File: config.mk
export PLATFORM = sky130hd
export DESIGN_NAME = mem_port_initiator
export DESIGN_NICKNAME = d
export VERILOG_FILES = /design/src/rtl/mem_port_initiator.sv
export SDC_FILE = /design/constraint.sdc
export NUM_CORES = 1
export LEC_CHECK = 0
export ABC_AREA = 1
export ABC_CLOCK_PERIOD_IN_PS = 6500
export CORE_MARGIN = 1.5
export CORE_UTILIZATION = 40
export CTS_CLUSTER_SIZE = 24
export DETAILED_ROUTE_END_ITERATION = 8
export PLACE_DENSITY_LB_ADDON = 0.1
export SKIP_CTS_REPAIR_TIMING = 1
export SYNTH_ARGS = -nofsm -noshare
export SYNTH_HDL_FRONTEND = slang
export SYNTH_SLANG_ARGS = --single-unit
File: constraint.sdc
create_clock -name clk -period 6.5 [get_ports clk]
set_input_delay 1.3 -clock clk [delete_from_list [all_inputs] [get_ports clk]]
set_output_delay 1.3 -clock clk [all_outputs]
set_load 0.05 [all_outputs]
File: src/rtl/mem_port_initiator.sv
// Single-outstanding request initiator for a synchronous memory port.
// A request is latched in IDLE, issued for one cycle in ISSUE, read data is
// captured in WAIT, and the response is held in RESP until it is taken.
module mem_port_initiator #(
  parameter  int unsigned ADDR_W = 12,
  parameter  int unsigned DATA_W = 64,
  parameter  int unsigned DEPTH  = 4096,
  localparam int unsigned STRB_W = DATA_W / 8
) (
  input  logic              clk,
  input  logic              rst,
  // request channel
  input  logic              req_valid,
  output logic              req_ready,
  input  logic              req_write,
  input  logic [ADDR_W-1:0] req_addr,
  input  logic [DATA_W-1:0] req_wdata,
  input  logic [STRB_W-1:0] req_wstrb,
  // response channel
  output logic              rsp_valid,
  input  logic              rsp_ready,
  output logic [DATA_W-1:0] rsp_rdata,
  output logic              rsp_err,
  // memory port
  output logic              mem_en,
  output logic              mem_ren,
  output logic              mem_wen,
  output logic [ADDR_W-1:0] mem_addr,
  output logic [DATA_W-1:0] mem_din,
  output logic [STRB_W-1:0] mem_wstrb,
  input  logic [DATA_W-1:0] mem_dout,
  // completed-transaction counters
  output logic [15:0]       rd_count,
  output logic [15:0]       wr_count
);

  typedef enum logic [1:0] {
    IDLE  = 2'd0,
    ISSUE = 2'd1,
    WAIT  = 2'd2,
    RESP  = 2'd3
  } state_t;

  state_t state;
  state_t state_nxt;

  logic              lat_write;
  logic [ADDR_W-1:0] lat_addr;
  logic [DATA_W-1:0] lat_wdata;
  logic [STRB_W-1:0] lat_wstrb;

  logic in_range;
  logic strb_any;
  logic req_fire;
  logic rsp_fire;
  logic do_read;
  logic do_write;

  // Decode of the latched request; address compared at 64 bits so DEPTH may exceed 2**ADDR_W.
  always_comb begin
    in_range = (64'(lat_addr) < 64'(DEPTH));
    strb_any = |lat_wstrb;
    do_read  = in_range && !lat_write;
    do_write = in_range && lat_write && strb_any;
    req_fire = req_valid && req_ready;
    rsp_fire = rsp_valid && rsp_ready;
  end

  // State register.
  always_ff @(posedge clk or posedge rst) begin
    if (rst) begin
      state <= IDLE;
    end else begin
      state <= state_nxt;
    end
  end

  // Next-state logic.
  always_comb begin
    state_nxt = state;
    unique case (state)
      IDLE:    if (req_fire) state_nxt = ISSUE;
      ISSUE:   state_nxt = do_read ? WAIT : RESP;
      WAIT:    state_nxt = RESP;
      RESP:    if (rsp_ready) state_nxt = IDLE;
      default: state_nxt = IDLE;
    endcase
  end

  // Handshake and memory-port outputs, all zero outside their active state.
  always_comb begin
    req_ready = 1'b0;
    rsp_valid = 1'b0;
    mem_en    = 1'b0;
    mem_ren   = 1'b0;
    mem_wen   = 1'b0;
    mem_addr  = '0;
    mem_din   = '0;
    mem_wstrb = '0;
    unique case (state)
      IDLE: req_ready = !rst;
      ISSUE: begin
        if (do_read) begin
          mem_en   = 1'b1;
          mem_ren  = 1'b1;
          mem_addr = lat_addr;
        end else if (do_write) begin
          mem_en    = 1'b1;
          mem_wen   = 1'b1;
          mem_addr  = lat_addr;
          mem_din   = lat_wdata;
          mem_wstrb = lat_wstrb;
        end
      end
      WAIT: ;
      RESP: rsp_valid = 1'b1;
      default: ;
    endcase
  end

  // Request capture on the accepting handshake.
  always_ff @(posedge clk or posedge rst) begin
    if (rst) begin
      lat_write <= 1'b0;
      lat_addr  <= '0;
      lat_wdata <= '0;
      lat_wstrb <= '0;
    end else if (req_fire) begin
      lat_write <= req_write;
      lat_addr  <= req_addr;
      lat_wdata <= req_wdata;
      lat_wstrb <= req_wstrb;
    end
  end

  // Response payload: error flag decided at issue, read data captured in WAIT, cleared once taken.
  always_ff @(posedge clk or posedge rst) begin
    if (rst) begin
      rsp_rdata <= '0;
      rsp_err   <= 1'b0;
    end else begin
      unique case (state)
        ISSUE: begin
          rsp_rdata <= '0;
          rsp_err   <= !in_range;
        end
        WAIT: rsp_rdata <= mem_dout;
        RESP: begin
          if (rsp_ready) begin
            rsp_rdata <= '0;
            rsp_err   <= 1'b0;
          end
        end
        default: ;
      endcase
    end
  end

  // Saturating completion counters, stepped on the response handshake of non-error transactions.
  always_ff @(posedge clk or posedge rst) begin
    if (rst) begin
      rd_count <= '0;
      wr_count <= '0;
    end else if (rsp_fire && !rsp_err) begin
      if (lat_write) begin
        if (wr_count != '1) wr_count <= wr_count + 16'd1;
      end else begin
        if (rd_count != '1) rd_count <= rd_count + 16'd1;
      end
    end
  end

endmodule

==> summary.txt, run 1 <==
Job
  – Max_cap viols: 0

Synthesis
  – Most common flop cell mapped by yosys: dfrtp_1
  – Net count after synthesis: 1,231
  – Async set or reset register ratio after synthesis: 100%
  – Cells after Synth: 1,071
  – Synth top area share: 53.5%
  – Seq/Total Area, Yosys: 53.5%
  – Synth warnings: 0
  – Cell Area, Synth: 8550 um^2
  – Synth Area per Inst: 7.99 um^2
  – Post-synth EDFFs: 0
  – Register bit count reported by yosys: 183
  – Largest cells by area after synthesis: dfrtp_1 54%, nand2_1 13%, o21ai_0 9.4%
  – Cell taking the most area after synthesis: dfrtp_1
  – Unique masters post-synth: 23

Critical path
  – FF-to-FF Start: state[0]$_DFFE_PP0P_
  – CP Class: reg -> out
  – Critical Path RT: 5.20 ns
  – Crit end category: output port
  – Max incr delay on CP: 0.77 ns
  – CP arrival: 3.10 ns
  – Cell Chain, Critical Path: inv_1 > ha_1 > nand2_1 > nor2_2 > inv_2 > nor2_1 > clkdlybuf4s50_1
  – Crit Path Max Fanout: 68
  – FF-to-FF End: lat_wdata[2]$_DFFE_PP0P_
  – CP Launch Type: register
  – Slowest stage cell, crit path: clkdlybuf4s50_1
  – Worst Reg-to-Reg Cells: 9
  – Worst R2R Setup Slack: 3.27 ns

STA
  – Max Clock Freq: 0.227 GHz
  – Hold WS: 0.508 ns
  – Final Hold Fails: 0
  – Final Max Tran Viols: 0
  – Worst Tran Pin Value: 1.08 ns
  – Clock skew: 0.0135 ns
  – Max-slew headroom: 28.1%
  – Final period utilization: 67.8%
  – RSZ-0062 raised after global routing: no
  – Final min period: 4.40 ns
  – Final Setup Violations: 0
  – Setup_tns: 0 ns

Cells and area
  – Area Overhead vs Synth: 47.0%
  – Layout cells sized above 1: 4.10%
  – Nets@finish: 1,536
  – Fillers: 1,918
  – Antenna cell count: 0
  – Fin cells: 1,664

Routing
  – Routed vias/inst: 4.72
  – Post-Route WL: 24.9 mm
  – Routed via count: 7,856
  – DRT iter0 DRCs: 417
  – Routed length per instance: 15.0 um
  – ANT nets after route: 0
  – DRC Markers: 0
  – First-pass DRT Iterations: 4

GRT
  – Initial antenna violation count: 0
  – Vias in the first global route: 7,486
  – Global-route wire length before repair: 39.1 mm
  – Grt met1 use: 27.6%
  – Routing usage on met3: 6.45%
  – Met2 usage: 37.6%
  – Pin count of the biggest net entering global routing: 140
  – Grt peak-use layer: met2
  – Remaining global-route overflow: 0
  – Tot GR Track Use: 22.5%

Pwr
  – P_leak: 5.73 nW
  – Cell Int Power: 0.00311 W
  – Switching pwr: 0.00291 W
  – Comb power frac: 52.3%
  – Clk network pwr share: 17.1%
  – Switching share of power: 48.3%
  – Maximum VDD drop: 0.316 mV
  – Sequential share of power: 30.6%
  – Cell Pwr Density: 479 nW/um^2

Placed design
  – Port bufs: 337
  – Dpl cells: 1,632
  – Routability cong.: 0.812
  – DP HPWL: 17.8 mm

Die
  – Die Y: 149 um
  – Die area: 22,300 um^2
  – Die Wd: 149 um
  – Rows: 53
  – Core ar.: 21,000 um^2
  – Initial Util: 40.7%
  – Number of I/O pins: 339

CTS
  – Clock Path Buffers: 2
  – Inserted Clock Buffers: 17
  – CTS root buffer: clkbuf_16
  – H-tree levels: 4
  – Worst-path clk slew: 0.07 ns
  – Clk_lat worst skew: 0.43 ns
  – CTS tree: done
  – CTS sink cnt: 183

Status
  – Status: complete, no violations

Hold path
  – Hold path cells: 2
  – Worst hold endpoint: rsp_rdata[20]$_DFFE_PP0P_
  – Hold Path Class: reg -> reg
  – HP Start: rsp_rdata[20]$_DFFE_PP0P_
[per-stage QoR]
stage / instance area, um^2 / worst slack [ns] / util [%] / total power (W)
2_1_floorplan: 8550 / 0.228 / - / 0.00395
3_3_place_gp: 12000 / 2.39 / 57.1 / 0.00500
3_5_place_dp: 12000 / 2.39 / 57.1 / 0.00504
4_1_cts: 12600 / 2.03 / 59.8 / 0.00609
5_1_grt: 12600 / 1.86 / 59.8 / 0.00637
6_report: 12600 / 2.10 / 59.8 / 0.00602
[worst max path at each step]
stage,cells past startpoint,to,slack [ns],from
2_1_floorplan,1,lat_addr[0]$_DFFE_PP0P_,0.23,rst
3_3_place_gp,3,req_ready,2.39,rst
3_5_place_dp,3,req_ready,2.39,rst
4_1_cts,7,mem_din[1],2.03,state[1]$_DFFE_PP0P_
5_1_grt,7,mem_din[58],1.86,state[1]$_DFFE_PP0P_
6_report,7,mem_din[61],2.10,state[1]$_DFFE_PP0P_
[area by class of cell]
| cell class | count | area, um^2 | share of cell area [%] |
|---|---|---|---|
| inverters | 123 | 472 | 3.75 |
| clock inverters | 13 | 136 | 1.08 |
| flip-flops and latches | 183 | 4580 | 36.4 |
| clock buffers | 19 | 443 | 3.52 |
| repair buffers | 343 | 3420 | 27.2 |
| well taps | 275 | 344 | 2.74 |
| multi-input cells | 708 | 3180 | 25.3 |
[logic make-up (layout without fill, tap and decap cells)]
| kind of cell | after synthesis | in the layout | share of synthesized area [%] |
|---|---|---|---|
| flip-flops | 183 | 183 | 53.5 |
| AO/OA/AOI/OAI | 168 | 168 | 10.1 |
| other | 1 | 1 | 0.0438 |
| AND/OR/NAND/NOR | 524 | 524 | 25.0 |
| buffers and inverters | 180 | 498 | 9.48 |
| XOR/XNOR | 8 | 8 | 0.819 |
| adder cells (fa/ha/maj) | 7 | 7 | 1.02 |
[worst max-delay path, delay by kind of cell, from the launching register on]
family	cells	cell delay, ns
simple gates	3	0.37
fa+ha+maj	1	0.22
buf+inv	3	1.63
flops	1	0.40
[registers in the layout, indices dropped and copies added (netlist names)]
name / count
rsp_rdata: 64
rd_count: 16
wr_count: 16
lat_wdata: 64
lat_write: 1
lat_addr: 12
lat_wstrb: 8
state: 2
[per-layer routing]
metal / up-vias / wire (um) / share of wire, %
li1: 3960 / - / -
met1: 3634 / 10400 / 42
met2: 222 / 12100 / 49
met3: 40 / 1720 / 6.9
met4: 0 / 643 / 2.6
met5: - / 0 / 0
[power groups by stage]
stage | Clock (W) | Combinational [W] | Sequential [W]
finish | 0.00103 | 0.00315 | 0.00184
global route | 0.00110 | 0.00337 | 0.00190
CTS | 0.00106 | 0.00319 | 0.00185
detailed placement | 0 | 0.00318 | 0.00186
global placement | 0 | 0.00316 | 0.00185
floorplan | 0 | 0.00135 | 0.00260
[cell usage in the layout (no fill, tap or decap), types with 2 or more instances in the layout]
master	n
clkbuf_16	17
nand3b_1	4
nor2_4	2
nand3_1	82
inv_6	5
nor2_1	127
clkinvlp_4	2
nand2_1	292
inv_1	119
ha_2	2
clkdlybuf4s50_1	337
nor2_2	4
nand4_1	12
ha_1	5
inv_2	2
o21ai_0	160
buf_4	6
o21ai_2	7
inv_8	4
xnor2_1	7
dfrtp_1	183
[cell usage after synthesis, types with 7 or more instances]
cell type,number
nand2_1,292
dfrtp_1,183
o21ai_0,160
nor2_1,128
inv_1,120
nand3_1,82
clkbuf_1,24
buf_2,13
buf_6,13
nand4_1,12
ha_1,7
o21ai_2,7
xnor2_1,7
No activity file was read; power rests on OpenSTA's default activity.
==> run 2, diff against run 1 <==
--- a/config.mk
+++ b/config.mk
@@ -6,7 +6,7 @@
 export NUM_CORES = 1
 export LEC_CHECK = 0
 export ABC_AREA = 1
-export ABC_CLOCK_PERIOD_IN_PS = 6500
+export ABC_CLOCK_PERIOD_IN_PS = 3600
 export CORE_MARGIN = 1.5
 export CORE_UTILIZATION = 40
 export CTS_CLUSTER_SIZE = 24
==> constraint.sdc (replaced) <==
create_clock -name clk -period 3.6 [get_ports clk]
set_input_delay 0.72 -clock clk [delete_from_list [all_inputs] [get_ports clk]]
set_output_delay 0.72 -clock clk [all_outputs]
set_load 0.05 [all_outputs]
==> summary.txt, run 2 (same netlist as run 1, synthesis figures left out) <==
Status
  – Status: complete, no violations

STA
  – Final min period: 3.26 ns
  – Clock skew: 0.0181 ns
  – Setup_tns: 0 ns
  – Final Max Tran Viols: 0
  – Max Clock Freq: 0.306 GHz
  – Final period utilization: 90.7%
  – Final Setup Violations: 0
  – Final Hold Fails: 0
  – Worst Tran Pin Value: 0.990 ns
  – Max-slew headroom: 34.0%
  – Post-route setup slack: 0.336 ns
  – RSZ-0062 raised after global routing: no

Critical path
  – Crit Path Max Fanout: 13
  – FF-to-FF End: rsp_rdata[27]$_DFFE_PP0P_
  – CP arrival: 2.54 ns
  – FF-to-FF Start: state[0]$_DFFE_PP0P_
  – Critical Path RT: 2.88 ns
  – Crit end category: output port
  – Worst Reg-to-Reg Cells: 7
  – CP Class: reg -> out
  – Worst R2R Setup Slack: 1.48 ns
  – CP Launch Type: register

CTS
  – H-tree levels: 4
  – Clk_lat worst skew: 0.43 ns
  – Clock Path Buffers: 2
  – Worst-path clk slew: 0.07 ns
  – CTS sink cnt: 183
  – Inserted Clock Buffers: 17
  – CTS tree: done
  – CTS root buffer: clkbuf_16

Routing
  – Routed vias/inst: 4.74
  – Routed via count: 7,904
  – DRT iter0 DRCs: 416
  – DRC Markers: 0
  – Routed length per instance: 15.0 um
  – ANT nets after route: 0
  – Post-Route WL: 25.0 mm
  – First-pass DRT Iterations: 5

Placed design
  – DP Area: 11,900 um^2
  – Port bufs: 337
  – Routability cong.: 0.821
  – DP HPWL: 17.4 mm
  – Pre-CTS setup slack: 0.629 ns

Cells and area
  – Sequential standard cell area: 4580 um^2
  – Multi-input logic area: 3180 um^2
  – Most frequent cells in the layout: 292 x nand2_1, 268 x clkdlybuf4s50_1, 183 x dfrtp_1, 160 x o21ai_0, 127 x nor2_1
  – Area Overhead vs Synth: 45.8%
  – Layout cells sized above 1: 9.40%
  – Nets@finish: 1,540
  – Fillers: 1,949
  – Final Cell Area: 12,500 um^2
  – Largest regs: lat_wdata x64, rsp_rdata x64
  – Commonest non-fill, non-tap cell in the layout: nand2_1

Pwr
  – Cell Pwr Density: 869 nW/um^2
  – Maximum VDD drop: 0.491 mV
  – P_leak: 5.90 nW
  – Total design power: 0.0108 W

Hold path
  – Hold Path Class: reg -> reg
  – Worst hold endpoint: rsp_rdata[57]$_DFFE_PP0P_
  – HP Start: rsp_rdata[57]$_DFFE_PP0P_
  – Hold path cells: 2

Die
  – Core ar.: 21,000 um^2
  – Rows: 53
  – Die Wd: 149 um
  – Initial Util: 40.7%
  – Die Y: 149 um
  – Die area: 22,300 um^2
  – Number of I/O pins: 339

GRT
  – Remaining global-route overflow: 0
  – Initial antenna violation count: 3
  – Global-route wire length before repair: 39.3 mm
  – Tot GR Track Use: 22.7%
  – Pin count of the biggest net entering global routing: 109
  – Vias in the first global route: 7,541

Job
  – Max_cap viols: 0
## run 2: layer usage
metal	vias to the layer above	wire length, um	global-route usage, %
li1	3961	-	-
met1	3649	10100	27.7
met2	257	12300	37.6
met3	35	2020	7.61
met4	2	526	7.38
met5	-	15	0
## run 2: area by class of cell
class	count	area share (%)
flip-flops and latches	183	36.7
repair buffers	347	26.6
multi-input cells	708	25.5
inverters	123	3.77
clock buffers	18	3.52
well taps	275	2.76
clock inverters	14	1.10
diodes	1	0.0201
## run 2: how the worst max path moves through the flow
stage | start | endpoint | slack (ns) | cells after the start
global route | state[1]$_DFFE_PP0P_ | mem_addr[9] | 0.13 | 5
CTS | state[1]$_DFFE_PP0P_ | mem_din[42] | 0.14 | 8
global placement | state[1]$_DFFE_PP0P_ | mem_din[42] | 0.68 | 8
floorplan | rst | lat_addr[0]$_DFFE_PP0P_ | 0.53 | 1
finish | state[1]$_DFFE_PP0P_ | mem_addr[9] | 0.34 | 5
detailed placement | state[1]$_DFFE_PP0P_ | mem_din[42] | 0.63 | 8
## run 2: through the flow
step,cells,util [%],hold WS [ns]
final,1669,59.3,0.508
after global routing,1669,59.3,0.537
after CTS,1668,59.3,0.510
after detailed placement,1636,56.5,0.493
after global placement,1636,56.5,0.487
after floorplan,1071,-,0.505
## run 2: worst max-delay path, cell delays in order (launching register included)
cell and delay [ns]:
dfrtp_1 0.41, inv_1 0.13, ha_1 0.21, nand2_1 0.32
nor2_1 0.19, clkdlybuf4s50_1 0.86
## run 2: report_power, final
part           switching [W]  internal [W]  leakage (nW)
Sequential          0.000410       0.00292          2.35
Combinational        0.00397       0.00167          3.25
Clock               0.000871      0.000995         0.290
Total                0.00526       0.00558          5.90
